## config.mk

```make
export PLATFORM = sky130hd
export DESIGN_NAME = cronometro_ctrl
export DESIGN_NICKNAME = d
export VERILOG_FILES = /design/src/rtl/cronometro_ctrl.sv
export SDC_FILE = /design/constraint.sdc
export NUM_CORES = 1
export LEC_CHECK = 0
export ABC_AREA = 0
export CAP_MARGIN = 0
export CORE_AREA = 2 2 108 110
export DETAILED_ROUTE_END_ITERATION = 10
export DIE_AREA = 0 0 110 112
export PLACE_DENSITY = 0.72
export SKIP_CTS_REPAIR_TIMING = 1
export SLEW_MARGIN = 40
export SYNTH_ARGS = -nofsm -noshare
export SYNTH_HDL_FRONTEND = slang
export SYNTH_SLANG_ARGS = --single-unit
```

## constraint.sdc

```tcl
create_clock -name CLOCK_50 -period 5 [get_ports CLOCK_50]
set_input_delay 1 -clock CLOCK_50 [delete_from_list [all_inputs] [get_ports CLOCK_50]]
set_output_delay 1 -clock CLOCK_50 [all_outputs]
set_load 0.01 [all_outputs]
```

## src/rtl/cronometro_ctrl.sv

```systemverilog
// Stopwatch control: key conditioning, run/pause/clear/recall FSM, 100 Hz tick, lap buffer.
// Ports: CLOCK_50/reset (sync, high); key_*_n, sel in; cnt_sec/cnt_cs in; tick/clr/ld/ld_sec/ld_cs/state/lap_cnt/lap_full out. Macro: CRONO_DEBOUNCE_EN.
module cronometro_ctrl #(
  parameter int CLK_DIV      = 500000,
  parameter int DEBOUNCE_CYC = 1000000,
  parameter int LAPS         = 3
) (
  input  logic                        CLOCK_50,
  input  logic                        reset,
  input  logic                        key_start_n,
  input  logic                        key_clr_n,
  input  logic                        key_lap_n,
  input  logic [LAPS-1:0]             sel,
  input  logic [5:0]                  cnt_sec,
  input  logic [6:0]                  cnt_cs,
  output logic                        tick,
  output logic                        clr,
  output logic                        ld,
  output logic [5:0]                  ld_sec,
  output logic [6:0]                  ld_cs,
  output logic [1:0]                  state,
  output logic [$clog2(LAPS+1)-1:0]   lap_cnt,
  output logic                        lap_full
);

  localparam int CW  = $clog2(LAPS + 1);
  localparam int PW  = $clog2(LAPS);
  localparam int DVW = (CLK_DIV > 1) ? $clog2(CLK_DIV) : 1;
  localparam logic [DVW-1:0] DIV_MAX = DVW'(CLK_DIV - 1);
  localparam logic [PW-1:0]  PTR_MAX = PW'(LAPS - 1);
  localparam logic [CW-1:0]  CNT_MAX = CW'(LAPS);

  typedef enum logic [1:0] {
    IDLE   = 2'd0,
    RUN    = 2'd1,
    PAUSE  = 2'd2,
    RECALL = 2'd3
  } state_e;

  state_e state_q, state_d;

  logic [2:0] keys;
  logic [2:0] k1_q, k2_q;
  logic [2:0] flt_q, flt_d;
  logic [2:0] ev_q, ev_d;
  logic [LAPS-1:0] sel1_q, sel2_q;

`ifdef CRONO_DEBOUNCE_EN
  localparam int DBW = $clog2(DEBOUNCE_CYC + 1);
  localparam logic [DBW-1:0] DB_MAX = DBW'(DEBOUNCE_CYC - 1);
  logic [DBW-1:0] dcnt_q [3];
  logic [DBW-1:0] dcnt_d [3];
`endif

  logic [DVW-1:0] div_q, div_d;
  logic [12:0]    lap_q [LAPS];
  logic [12:0]    lap_d [LAPS];
  logic [PW-1:0]  wr_q, wr_d;
  logic [CW-1:0]  cnt_q, cnt_d;
  logic [12:0]    snap_q, snap_d;
  logic [PW-1:0]  cur_q, cur_d;
  logic           tick_q, tick_d;
  logic           clr_q, clr_d;
  logic           ld_q, ld_d;
  logic [12:0]    ldv_q, ldv_d;

  logic          e_start, e_clr, e_lap;
  logic          sel_any;
  logic [PW-1:0] sel_idx;
  logic          do_clr;

  assign keys = {key_lap_n, key_clr_n, key_start_n};

  // Filtered level flips only after DEBOUNCE_CYC consecutive
  // differing samples; a flip to 0 is the press event.
  always_comb begin : key_comb
    flt_d = flt_q;
    ev_d  = '0;
`ifdef CRONO_DEBOUNCE_EN
    for (int i = 0; i < 3; i++) begin
      dcnt_d[i] = '0;
      if (k2_q[i] != flt_q[i]) begin
        if (dcnt_q[i] == DB_MAX) begin
          flt_d[i] = k2_q[i];
          ev_d[i]  = ~k2_q[i];
        end else begin
          dcnt_d[i] = dcnt_q[i] + 1'b1;
        end
      end
    end
`else
    flt_d = k2_q;
    ev_d  = flt_q & ~k2_q;
`endif
  end

  // Priority resolution: clr > start > lap.
  assign e_clr   = ev_q[1];
  assign e_start = ev_q[0] & ~ev_q[1];
  assign e_lap   = ev_q[2] & ~ev_q[1] & ~ev_q[0];

  assign sel_any = |sel2_q;

  always_comb begin : sel_pick
    sel_idx = '0;
    for (int i = LAPS - 1; i >= 0; i--) begin
      if (sel2_q[i]) sel_idx = PW'(i);
    end
  end

  always_comb begin : next_state
    state_d = state_q;
    unique case (state_q)
      IDLE:   if (e_start) state_d = RUN;
      RUN:    if (e_start) state_d = PAUSE;
      PAUSE: begin
        if (e_clr)        state_d = IDLE;
        else if (e_start) state_d = RUN;
        else if (sel_any) state_d = RECALL;
      end
      RECALL: begin
        if (e_clr)         state_d = IDLE;
        else if (!sel_any) state_d = PAUSE;
      end
      default: state_d = IDLE;
    endcase
  end

  always_comb begin : out_comb
    div_d  = div_q;
    tick_d = 1'b0;
    clr_d  = 1'b0;
    ld_d   = 1'b0;
    ldv_d  = ldv_q;
    snap_d = snap_q;
    cur_d  = cur_q;
    lap_d  = lap_q;
    wr_d   = wr_q;
    cnt_d  = cnt_q;
    do_clr = 1'b0;
    unique case (state_q)
      IDLE: div_d = '0;
      RUN: begin
        tick_d = (div_q == DIV_MAX);
        div_d  = tick_d ? '0 : div_q + 1'b1;
        if (e_lap) begin
          lap_d[wr_q] = {cnt_sec, cnt_cs};
          wr_d = (wr_q == PTR_MAX) ? '0 : wr_q + 1'b1;
          if (cnt_q != CNT_MAX) cnt_d = cnt_q + 1'b1;
        end
      end
      PAUSE: begin
        if (e_clr) begin
          do_clr = 1'b1;
        end else if (!e_start && sel_any) begin
          snap_d = {cnt_sec, cnt_cs};
          ld_d   = 1'b1;
          ldv_d  = lap_q[sel_idx];
          cur_d  = sel_idx;
        end
      end
      RECALL: begin
        if (e_clr) begin
          do_clr = 1'b1;
        end else if (!sel_any) begin
          ld_d  = 1'b1;
          ldv_d = snap_q;
        end else if (sel_idx != cur_q) begin
          ld_d  = 1'b1;
          ldv_d = lap_q[sel_idx];
          cur_d = sel_idx;
        end
      end
      default: ;
    endcase
    if (do_clr) begin
      clr_d = 1'b1;
      div_d = '0;
      wr_d  = '0;
      cnt_d = '0;
      for (int i = 0; i < LAPS; i++) lap_d[i] = '0;
    end
  end

  always_ff @(posedge CLOCK_50) begin : regs
    if (reset) begin
      state_q <= IDLE;
      k1_q    <= '1;
      k2_q    <= '1;
      flt_q   <= '1;
      ev_q    <= '0;
      sel1_q  <= '0;
      sel2_q  <= '0;
`ifdef CRONO_DEBOUNCE_EN
      for (int i = 0; i < 3; i++) dcnt_q[i] <= '0;
`endif
      div_q   <= '0;
      for (int i = 0; i < LAPS; i++) lap_q[i] <= '0;
      wr_q    <= '0;
      cnt_q   <= '0;
      snap_q  <= '0;
      cur_q   <= '0;
      tick_q  <= 1'b0;
      clr_q   <= 1'b0;
      ld_q    <= 1'b0;
      ldv_q   <= '0;
    end else begin
      state_q <= state_d;
      k1_q    <= keys;
      k2_q    <= k1_q;
      flt_q   <= flt_d;
      ev_q    <= ev_d;
      sel1_q  <= sel;
      sel2_q  <= sel1_q;
`ifdef CRONO_DEBOUNCE_EN
      dcnt_q  <= dcnt_d;
`endif
      div_q   <= div_d;
      lap_q   <= lap_d;
      wr_q    <= wr_d;
      cnt_q   <= cnt_d;
      snap_q  <= snap_d;
      cur_q   <= cur_d;
      tick_q  <= tick_d;
      clr_q   <= clr_d;
      ld_q    <= ld_d;
      ldv_q   <= ldv_d;
    end
  end

  assign tick     = tick_q;
  assign clr      = clr_q;
  assign ld       = ld_q;
  assign ld_sec   = ldv_q[12:7];
  assign ld_cs    = ldv_q[6:0];
  assign state    = state_q;
  assign lap_cnt  = cnt_q;
  assign lap_full = (cnt_q == CNT_MAX);

endmodule

```

-- Word level (Yosys, flattened, before mapping)
Cells that the tools add are included.
- register bits: 113
- input port bits: 21
- output and inout bits: 21
- word-level logic and storage cells: 110
- add/subtract/negate cells: 3
- magnitude comparators: 3
- equality and inequality tests: 18
- muxes and demuxes: 41
- bitwise operators: 10
- reductions and logical operators: 16
- operators with widths (kind ; number):
    $mux 13 ; 8
    $bwmux 39 ; 1
    $pmux 19 s2 ; 1
    $mux 2 ; 16
    $bmux 13 s2 ; 1
    $demux 13 s2 ; 1
    $pmux 13 s2 ; 1
    $add 19x1->19 const B ; 1
    $eq 19x19->1 const B ; 1
    $mux 19 ; 1
    $ne 2x2->1 const B ; 8
    $eq 2x2->1 const B ; 4
    $mux 1 ; 8
    $pmux 2 s4 ; 1
    $ge 3x3->1 const B ; 2
    $ne 3x3->1 const B ; 2
    $not 2->3 ; 2
    $reduce_and 3->1 ; 2
    $reduce_and 6->1 ; 1
    $reduce_or 2->1 ; 3
    $reduce_and 5->1 ; 1
    $add 2x1->2 const B ; 2
    $ne 4x4->1 const B ; 1
    $pmux 2 s2 ; 1
    other kinds (15) ; 21

-- Longest topological paths before layout
Gate-level depths: netlist of the first run.
- depth after elaboration: 11
- depth in mapped cells: 8
- depth with buffers taken out: 6

-- Worst setup path after synthesis of the first run
OpenSTA, ideal clock, no wires.
- path kind: input -> register
- start point: in reset
- end point: reg div_q[12]
- arrival time: 1965 ps
- slack: 2903 ps
- cell stages on the path: 5
- cell sequence: a21o_1 > clkbuf_1 > clkbuf_1 > clkbuf_1 > o21ai_0
- cells in the longest elaborated chain, start to end: 1
- RTL lines (item ; RTL line ; RTL):
    start, declared ; 9 ; input logic reset,
    $reduce_or 2->1 (no line) ; n/a ;
    end signal, assigned ; 218 ; div_q <= div_d;
    end, declared ; 55 ; logic [DVW-1:0] div_q, div_d;
No other way between the ends.
A chain may end at the register's enable or synchronous reset.

-- Worst setup path after layout of the first run
- start point: reg state_q[1], in the netlist state[1]
- end point: out state[1]
- RTL lines (item ; RTL line ; RTL):
    start, declared ; 40 ; state_e state_q, state_d;
    start signal, assigned ; 208 ; state_q <= state_d;
    end, declared ; 21 ; output logic [1:0] state,
No word-level cell between the ends.

==> results of run 1 <==
-- cells in the final DEF (no fill, tap or decap), types with 3 or more instances in the layout --
cell type / netlist / routed
clkbuf_16: 0 / 17
o221ai_1: 13 / 13
nor2_1: 80 / 80
a21oi_1: 37 / 37
a311oi_2: 13 / 13
o21ai_0: 19 / 19
nor4_1: 5 / 5
or2_2: 11 / 11
nor2b_1: 8 / 8
nand2_1: 60 / 60
nand3_1: 10 / 10
dfxtp_1: 113 / 112
clkbuf_8: 0 / 4
and3_1: 12 / 12
clkinv_2: 0 / 3
clkdlybuf4s50_1: 0 / 40
nand4_1: 9 / 9
mux2i_1: 43 / 43
or4_1: 3 / 3
nor3_1: 11 / 11
inv_1: 19 / 19
buf_4: 3 / 4
clkinvlp_4: 0 / 4
nor3b_1: 4 / 4
o211ai_1: 3 / 3
-- how the worst max path moves through the flow --
stage / to / slack, ns / cells past startpoint
CTS: state[1] / 2.24 / 1
floorplan: div_q[12] / 2.90 / 5
finish: state[1] / 2.24 / 1
detailed placement: div_q[6] / 2.05 / 7
global placement: div_q[2] / 2.11 / 7
global route: ldv_q[9] / 2.15 / 6
-- power by group through the flow --
| stage | Clock, W | Sequential [W] | Combinational (W) |
|---|---|---|---|
| global route | 0.00125 | 0.000916 | 0.0000875 |
| CTS | 0.00121 | 0.000916 | 0.0000806 |
| global placement | 0 | 0.000934 | 0.0000782 |
| finish | 0.00120 | 0.000916 | 0.0000805 |
| floorplan | 0 | 0.000930 | 0.0000516 |
| detailed placement | 0 | 0.000935 | 0.0000801 |
-- registers in the layout, summed over array words and instances (netlist names), 2 cells and up --
signal   count
flt_d        3
sel1_q       3
sel2_q       3
state        2
flt_q        3
lap_cnt      2
wr_q         2
cur_q        2
div_q       19
k1_q         3
ldv_q       13
ev_q         3
lap_q       39
snap_q      13
-- metrics by stage --
step                      instance area [sq um]  hold WS, ns  instances
after floorplan                            4952       0.3895        551
after global placement                     5375       0.3911        702
after detailed placement                   5388       0.3957        703
after CTS                                  5981       0.4074        735
after global routing                       5992       0.4176        736
final                                      5992       0.4023        736
-- per-layer routing --
metal / share of wire, % / vias to the layer above / routed length (um)
li1: - / 1992 / -
met1: 44 / 1993 / 4989
met2: 48 / 107 / 5489
met3: 5.7 / 17 / 648
met4: 1.8 / 0 / 199
met5: 0 / - / 0
-- cell families after synthesis --
kind of cell / synth area share, %
adders and majority gates: 0.5052
AOI/OAI and AO/OA: 15.72
and+or+nand+nor: 23.60
DFF: 45.68
buffers and inverters: 5.331
muxes: 8.994
xor gates and xnor gates: 0.1769
-- cell type report --
class | count | area [sq um] | area share (%)
Multi-Input combinational cell | 382 | 2427 | 40.51
Clock buffer | 23 | 488.0 | 8.144
Sequential cell | 113 | 2263 | 37.77
Inverter | 19 | 71.32 | 1.190
Timing Repair Buffer | 47 | 457.9 | 7.643
Clock inverter | 9 | 105.1 | 1.754
Tap cell | 143 | 178.9 | 2.986
==> flow_summary.yaml, run 1 <==
floorplan:
  core_sq_mm: 0.01117
  ioPinCount: 42
  die_h_um: 112
  num_rows: 39
  design.die.area_sq_mm: 0.01232
  dieWidth_um: 110
  initial_utilization_pct: 44.32
setup_path:
  critPathLaunchType: "flop"
  cp.required_ns: 4.00
  startpoint: "state[1]"
  reg2reg_depth: 6
  r2r_end: "ldv_q[9]"
  end_kind: "primary output"
  worst-r2r-setup-slack_ns: 2.32
  crit_path_cell_trace: "clkdlybuf4s50_1"
  critPathSlowestCell: "dfxtp_2"
  path_max_fanout: 31
  crit_buf_inv: 1
  timing.rr.start: "sel2_q[1]"
  crit_arrival_ns: 1.76
  crit_type: "reg2out"
  critPathMaxStageDelay_ns: 0.70
  cp_top_family: "flip-flops"
logic_synthesis:
  synth-edff-count: 0
  synth.most_common_cell: "dfxtp_1"
  syn_inst: 551
  synthesis.nets: 574
  ys_seq_area_share_pct: 45.68
  yosysTopAreaCell: "dfxtp_1"
  synth_area_leaders: "dfxtp_1 (46%), mux2i_1 (8.7%), nor2_1 (6.1%), nand2_1 (4.5%), a311oi_2 (3.9%)"
  netlist_area_sq_mm: 0.004952
  postSynthAreaPerCell_sq_um: 8.988
  async_flop_share_pct: 0
  netlist.area_leader.share_pct: 45.68
  synth-seq-cells: 113
  ys_types: 57
  yosysWarnings: 0
  synth-main-ff-cell: "dfxtp_1"
  synth.top_cells.by_count: "dfxtp_1 (113), nor2_1 (80), nand2_1 (60)"
sta:
  timing.setup.tns_ns: 0
  rsz0062_at_grt: "false"
  hold_violations: 0
  setup_ws_ns: 2.243
  final.setup_skew_ns: 0.006141
  fin_crit_sh_pct: 55.15
  max_clock_freq_mhz: 362.7
  layout_min_cycle_time_ns: 2.757
  slew_headroom_pct: 44.22
  setup_viol: 0
  tightestPinTransition_ns: 0.8367
  slew_viol_final: 0
outcome:
  outcome: "completed"
power:
  peakVddDrop_mv: 0.1795
  power_frac_clock_pct: 54.5
  p_per_area_mw_per_mm2: 365.8
  swShare_pct: 21.32
  internal_power_w: 0.001724
  finalPower_w: 0.002192
  switchingPower_w: 0.0004674
  pwr-share-comb_pct: 3.7
  power_frac_seq_pct: 41.8
  p_leak_nw: 2.135
place:
  dpl.hpwl_um: 6901
  gp_congestion: 0.7538
  place_ws_ns: 2.047
  io_buffers: 41
clocking:
  cts_buffers: 17
  cts_tree: "done"
  clock_latency_ns: 0.42
  cts_buffer_depth: 2
  cts_root_buf: "clkbuf_16"
  htree_levels: 4
  clk_pin_slew_ns: 0.05
  clock_sinks: 113
min_path:
  worstHoldStart: "k1_q[2]"
  min_to: "flt_d[2]"
  hold_depth: 1
  hold_class: "reg2reg"
global_routing:
  busiest_layer: "met2"
  grtUsageMet1_pct: 24.41
  gr-usage-met2_pct: 31.94
  grt_pass1_vias: 4010
  overflow: 0
  track_usage_pct: 19.82
  grt_start_max_net_pins: 61
  gr-usage-met3_pct: 6.089
  grt_pass1_wl_um: 18990
  antenna_found_initial: 0
drt:
  dr.pass1.iters: 6
  routed_wl_um: 11330
  drc: 0
  avgRoutedWirePerCell_um: 15.39
  vias: 4109
  route.antenna.remaining_nets: 0
  vias_per_cell: 5.583
  drt_iter0_markers: 333
layout:
  fillCellCount: 1000
  layout-drive-gt1-share_pct: 12.65
  area_delta_synth_final_pct: 21.00
  antenna_cells: 0
  layout.nets: 603
  final_util_pct: 53.62
job:
  max_cap_viol_count: 0
Note: power is estimated with default switching activity, not from simulation.
==> run 2: changes to the inputs <==
==> constraint.sdc (replaced) <==
create_clock -name CLOCK_50 -period 2.7 [get_ports CLOCK_50]
set_input_delay 0.54 -clock CLOCK_50 [delete_from_list [all_inputs] [get_ports CLOCK_50]]
set_output_delay 0.54 -clock CLOCK_50 [all_outputs]
set_load 0.01 [all_outputs]
==> flow_summary.yaml, run 2 (synthesized netlist as in run 1, its figures left out) <==
job:
  max_cap_viol_count: 0
setup_path:
  timing.rr.start: "sel2_q[1]"
  startpoint: "state[1]"
  crit_path_cell_trace: "buf_4 -> clkdlybuf4s50_1"
  r2r_end: "ldv_q[8]"
  crit_arrival_ns: 1.65
  reg2reg_depth: 5
  worst-r2r-setup-slack_ns: 0.53
  cp.required_ns: 2.16
  critPathLaunchType: "flop"
  critPathMaxStageDelay_ns: 0.60
  end_kind: "primary output"
  endpoint: "state[1]"
  path_max_fanout: 30
  crit_type: "reg2out"
  critPathSlowestCell: "clkdlybuf4s50_1"
drt:
  drc: 0
  avgRoutedWirePerCell_um: 15.68
  route.antenna.remaining_nets: 0
  routed_wl_um: 11640
  vias_per_cell: 5.631
  vias: 4178
  drt_iter0_markers: 258
  dr.pass1.iters: 4
power:
  switchingPower_w: 0.0008911
  swShare_pct: 20.71
  power_frac_clock_pct: 57.0
  internal_power_w: 0.003411
  pwr-share-comb_pct: 3.6
  power_frac_seq_pct: 39.4
  p_per_area_mw_per_mm2: 705.1
  peakVddDrop_mv: 0.4742
  p_leak_nw: 2.198
layout:
  fillCellCount: 939
  top_register: "lap_q"
  regArea_sq_mm: 0.002262
  layout_common_cells: "dfxtp_1 (113), nor2_1 (80), nand2_1 (60), mux2i_1 (43), clkdlybuf4s50_1 (40)"
  reg_top3: "lap_q x39, div_q x19"
  largest_reg_flops: 39
  layout-drive-gt1-share_pct: 13.69
  area_delta_synth_final_pct: 23.19
  antenna_cells: 0
  multi_input_area_sq_mm: 0.002427
  layout.nets: 609
  final_util_pct: 54.60
  final_common_cell: "dfxtp_1"
  postLayoutCellArea_sq_mm: 0.006101
sta:
  slew_headroom_pct: 51.28
  max_clock_freq_mhz: 457.6
  final.setup_skew_ns: 0.009020
  tightestPinTransition_ns: 0.7298
  setup_ws_ns: 0.5149
  fin_crit_sh_pct: 80.93
  setup_viol: 0
  rsz0062_at_grt: "false"
  layout_min_cycle_time_ns: 2.185
  timing.setup.tns_ns: 0
  slew_viol_final: 0
  hold_violations: 0
floorplan:
  die_h_um: 112
  core_sq_mm: 0.01117
  design.die.area_sq_mm: 0.01232
  num_rows: 39
  ioPinCount: 42
  dieWidth_um: 110
  initial_utilization_pct: 44.32
clocking:
  clk_pin_slew_ns: 0.05
  clock_sinks: 113
  cts_root_buf: "clkbuf_16"
  clock_latency_ns: 0.41
  cts_tree: "done"
  cts_buffers: 17
  htree_levels: 4
  cts_buffer_depth: 2
global_routing:
  grt_pass1_vias: 3983
  track_usage_pct: 19.91
  grt_start_max_net_pins: 48
  grt_pass1_wl_um: 19290
  antenna_found_initial: 0
  overflow: 0
place:
  gp_congestion: 0.8177
  place_ws_ns: 0.5874
  place_area_sq_mm: 0.005448
  io_buffers: 41
  dpl.hpwl_um: 7155
outcome:
  outcome: "completed"
min_path:
  hold_class: "reg2reg"
==> run 2: cell types whose count changed in the layout (fill, tap and decap cells not counted), sizes merged <==
cell      change
buf           +6
clkbuf        -4
bufinv        +3
clkinv        +3
clkinvlp      -2
==> run 2: routing by layer <==
layer	global-route usage, %	vias to the layer above	share of wire (%)
li1	-	2005	-
met1	25.60	2023	44
met2	31.94	129	49
met3	5.094	21	5.4
met4	7.342	0	1.6
met5	0	-	0
==> run 2: area by class of cell <==
class | count | area share, %
clock buffers | 19 | 7.260
repair buffers | 53 | 8.326
inverters | 19 | 1.169
flip-flops and latches | 113 | 37.08
well taps | 143 | 2.933
clock inverters | 13 | 3.445
multi-input cells | 382 | 39.79
==> run 2: worst max-delay path, delay by kind of cell (launching register included) <==
kind	cells	cell delay [ns]
buf+inv	2	0.91
flops	1	0.33
==> run 2: worst min-delay path by stage <==
stage / from / end / cells after the start
after CTS: k1_q[0] / flt_d[0] / 1
after detailed placement: k1_q[0] / flt_d[0] / 1
final: k1_q[0] / flt_d[0] / 1
after global routing: k1_q[0] / flt_d[0] / 1
after global placement: k1_q[1] / flt_d[1] / 1
after floorplan: k1_q[0] / flt_d[0] / 1
==> run 2: stage by stage <==
step                instances  power, W  hold slack (ns)
floorplan                 551  0.001817           0.3895
global placement          710  0.001880           0.3907
detailed placement        710  0.001883           0.3940
CTS                       742  0.004323           0.4033
global route              742  0.004410           0.4239
finish                    742  0.004302           0.4045
==> run 2: power groups by stage <==
| stage | clock network (W) | registers, W | logic, W |
|---|---|---|---|
| 2_1_floorplan | 0 | 0.00172 | 0.0000955 |
| 3_3_place_gp | 0 | 0.00173 | 0.000152 |
| 3_5_place_dp | 0 | 0.00173 | 0.000154 |
| 4_1_cts | 0.00247 | 0.00169 | 0.000155 |
| 5_1_grt | 0.00255 | 0.00169 | 0.000169 |
| 6_report | 0.00245 | 0.00169 | 0.000156 |
==> variant: new RTL, flow settings as in run 2 <==
Change the parameter `CLK_DIV` from 500000 to 2000000.
--- a/src/rtl/cronometro_ctrl.sv
+++ b/src/rtl/cronometro_ctrl.sv
@@ -1,7 +1,7 @@
 // Stopwatch control: key conditioning, run/pause/clear/recall FSM, 100 Hz tick, lap buffer.
 // Ports: CLOCK_50/reset (sync, high); key_*_n, sel in; cnt_sec/cnt_cs in; tick/clr/ld/ld_sec/ld_cs/state/lap_cnt/lap_full out. Macro: CRONO_DEBOUNCE_EN.
 module cronometro_ctrl #(
-  parameter int CLK_DIV      = 500000,
+  parameter int CLK_DIV      = 2000000,
   parameter int DEBOUNCE_CYC = 1000000,
   parameter int LAPS         = 3
 ) (
Function: same outputs for any inputs over 10 cycles, from zero or initial values and one cycle with reset high; that may be too few to reach the edited logic, so the function may still have changed.
==> variant against run 2 <==
- core utilization is 0.38 points lower
- area after synthesis rose by 0.10%
- sequential cell count up 2
- hold slack improved by 0.0013 ns
- design area decreased by 0.70%
- setup slack worse by 0.12 ns
- count of clock-buffer cells in the layout up 7
- first-iteration DRC count is 10% lower
- sequential share of layout area rose by 0.92 points
- wire length fell by 1.8%
- power is 6.3% lower
==> variant: results (changes against run 2) <==
| Metric | Value |
|---|---|
| Worst reg2reg startpoint | `div_q[0]` |
| Sequential-to-total area share from yosys stat | `46.4% (+0.76 points)` |
| Gp weighted congestion | `0.843 (+3.1%)` |
| Total Routing Usage GR | `20.0% (+0.072 points)` |
| Pwr dens | `665 mW/mm² (-5.6%)` |
| Outcome | `complete, no violations` |
| Final sequential cell count | `115 (+1.8%)` |
| Largest fanout of any net on the critical path | `26 (-13%)` |
| Met2 Usage GRT | `31.3% (-0.61 points)` |
| Worst clock skew on the final layout | `0.00635 ns (-0.00267 ns)` |
| End of the critical path | `div_q[14]` |
| Area fraction of clock buffers and clock inverters | `9.31% (-1.4 points)` |
| Cell with the largest stage delay on the worst path | `nor4_1` |
| Area used by multi-input combinational logic | `0.00244 mm² (+0.72%)` |
| Flop-to-flop setup slack | `0.40 ns (-0.13 ns)` |
| Global-route wire length before repair | `19.4 mm (+0.32%)` |
| Arrival time worst endpoint | `2.60 ns (+0.95 ns)` |
| R2R depth | `7 (+2)` |
| Met1 track utilization from global routing | `26.5% (+0.89 points)` |
| Number of nets in the final layout | `633 (+3.9%)` |
| Layout clock buffers | `26 (+7)` |
| Number of ordinary inverters in the final layout | `8 (-11)` |
| Kind of critical path | `flop to flop` |
| Family with the most delay on the worst path | `simple AND/OR/NAND/NOR gates` |
| Met3 capacity usage during global routing | `4.45% (-0.64 points)` |
| Top Registers | `lap_q x39, div_q x21` |
| Largest vdd supply drop | `0.000470 V (-0.85%)` |
| Most instantiated cells after synthesis | `dfxtp_1 (115), nor2_1 (81), nand2_1 (64), mux2i_1 (42), a21oi_1 (38)` |
| FF+latch area | `0.00230 mm² (+1.8%)` |
| Mux share of post-synthesis cell area | `8.71% (-0.29 points)` |
| Post-Synth Adder-Cell Area | `0.505% (-0.00051 points)` |
| Number of global-route vias before repair | `4,060 (+1.9%)` |
variant: worst min-delay path by stage:
| stage | from | slack, ns | depth (start not counted) | to |
|---|---|---|---|---|
| detailed placement | k1_q[2] | 0.40 | 1 | flt_d[2] |
| CTS | k1_q[2] | 0.41 | 1 | flt_d[2] |
| finish | k1_q[2] | 0.41 | 1 | flt_d[2] |
| floorplan | k1_q[0] | 0.39 | 1 | flt_d[0] |
| global placement | k1_q[2] | 0.39 | 1 | flt_d[2] |
| global route | k1_q[2] | 0.42 | 1 | flt_d[2] |
variant: per-stage QoR:
step	instances	hold WS (ns)	util, %	total power, µW
CTS	765	0.411	54.2	4060
finish	765	0.406	54.2	4030
global placement	734	0.391	49.2	1910
global route	765	0.424	54.2	4160
detailed placement	734	0.399	49.2	1910
floorplan	572	0.389	-	1840
variant: worst reg2reg max path, delay by kind of cell (launching register included):
family,cells,cell delay [ns]
compound gates,3,0.52
fa+ha+maj,1,0.23
buf+inv,1,0.24
flops,1,0.38
simple gates,2,0.84
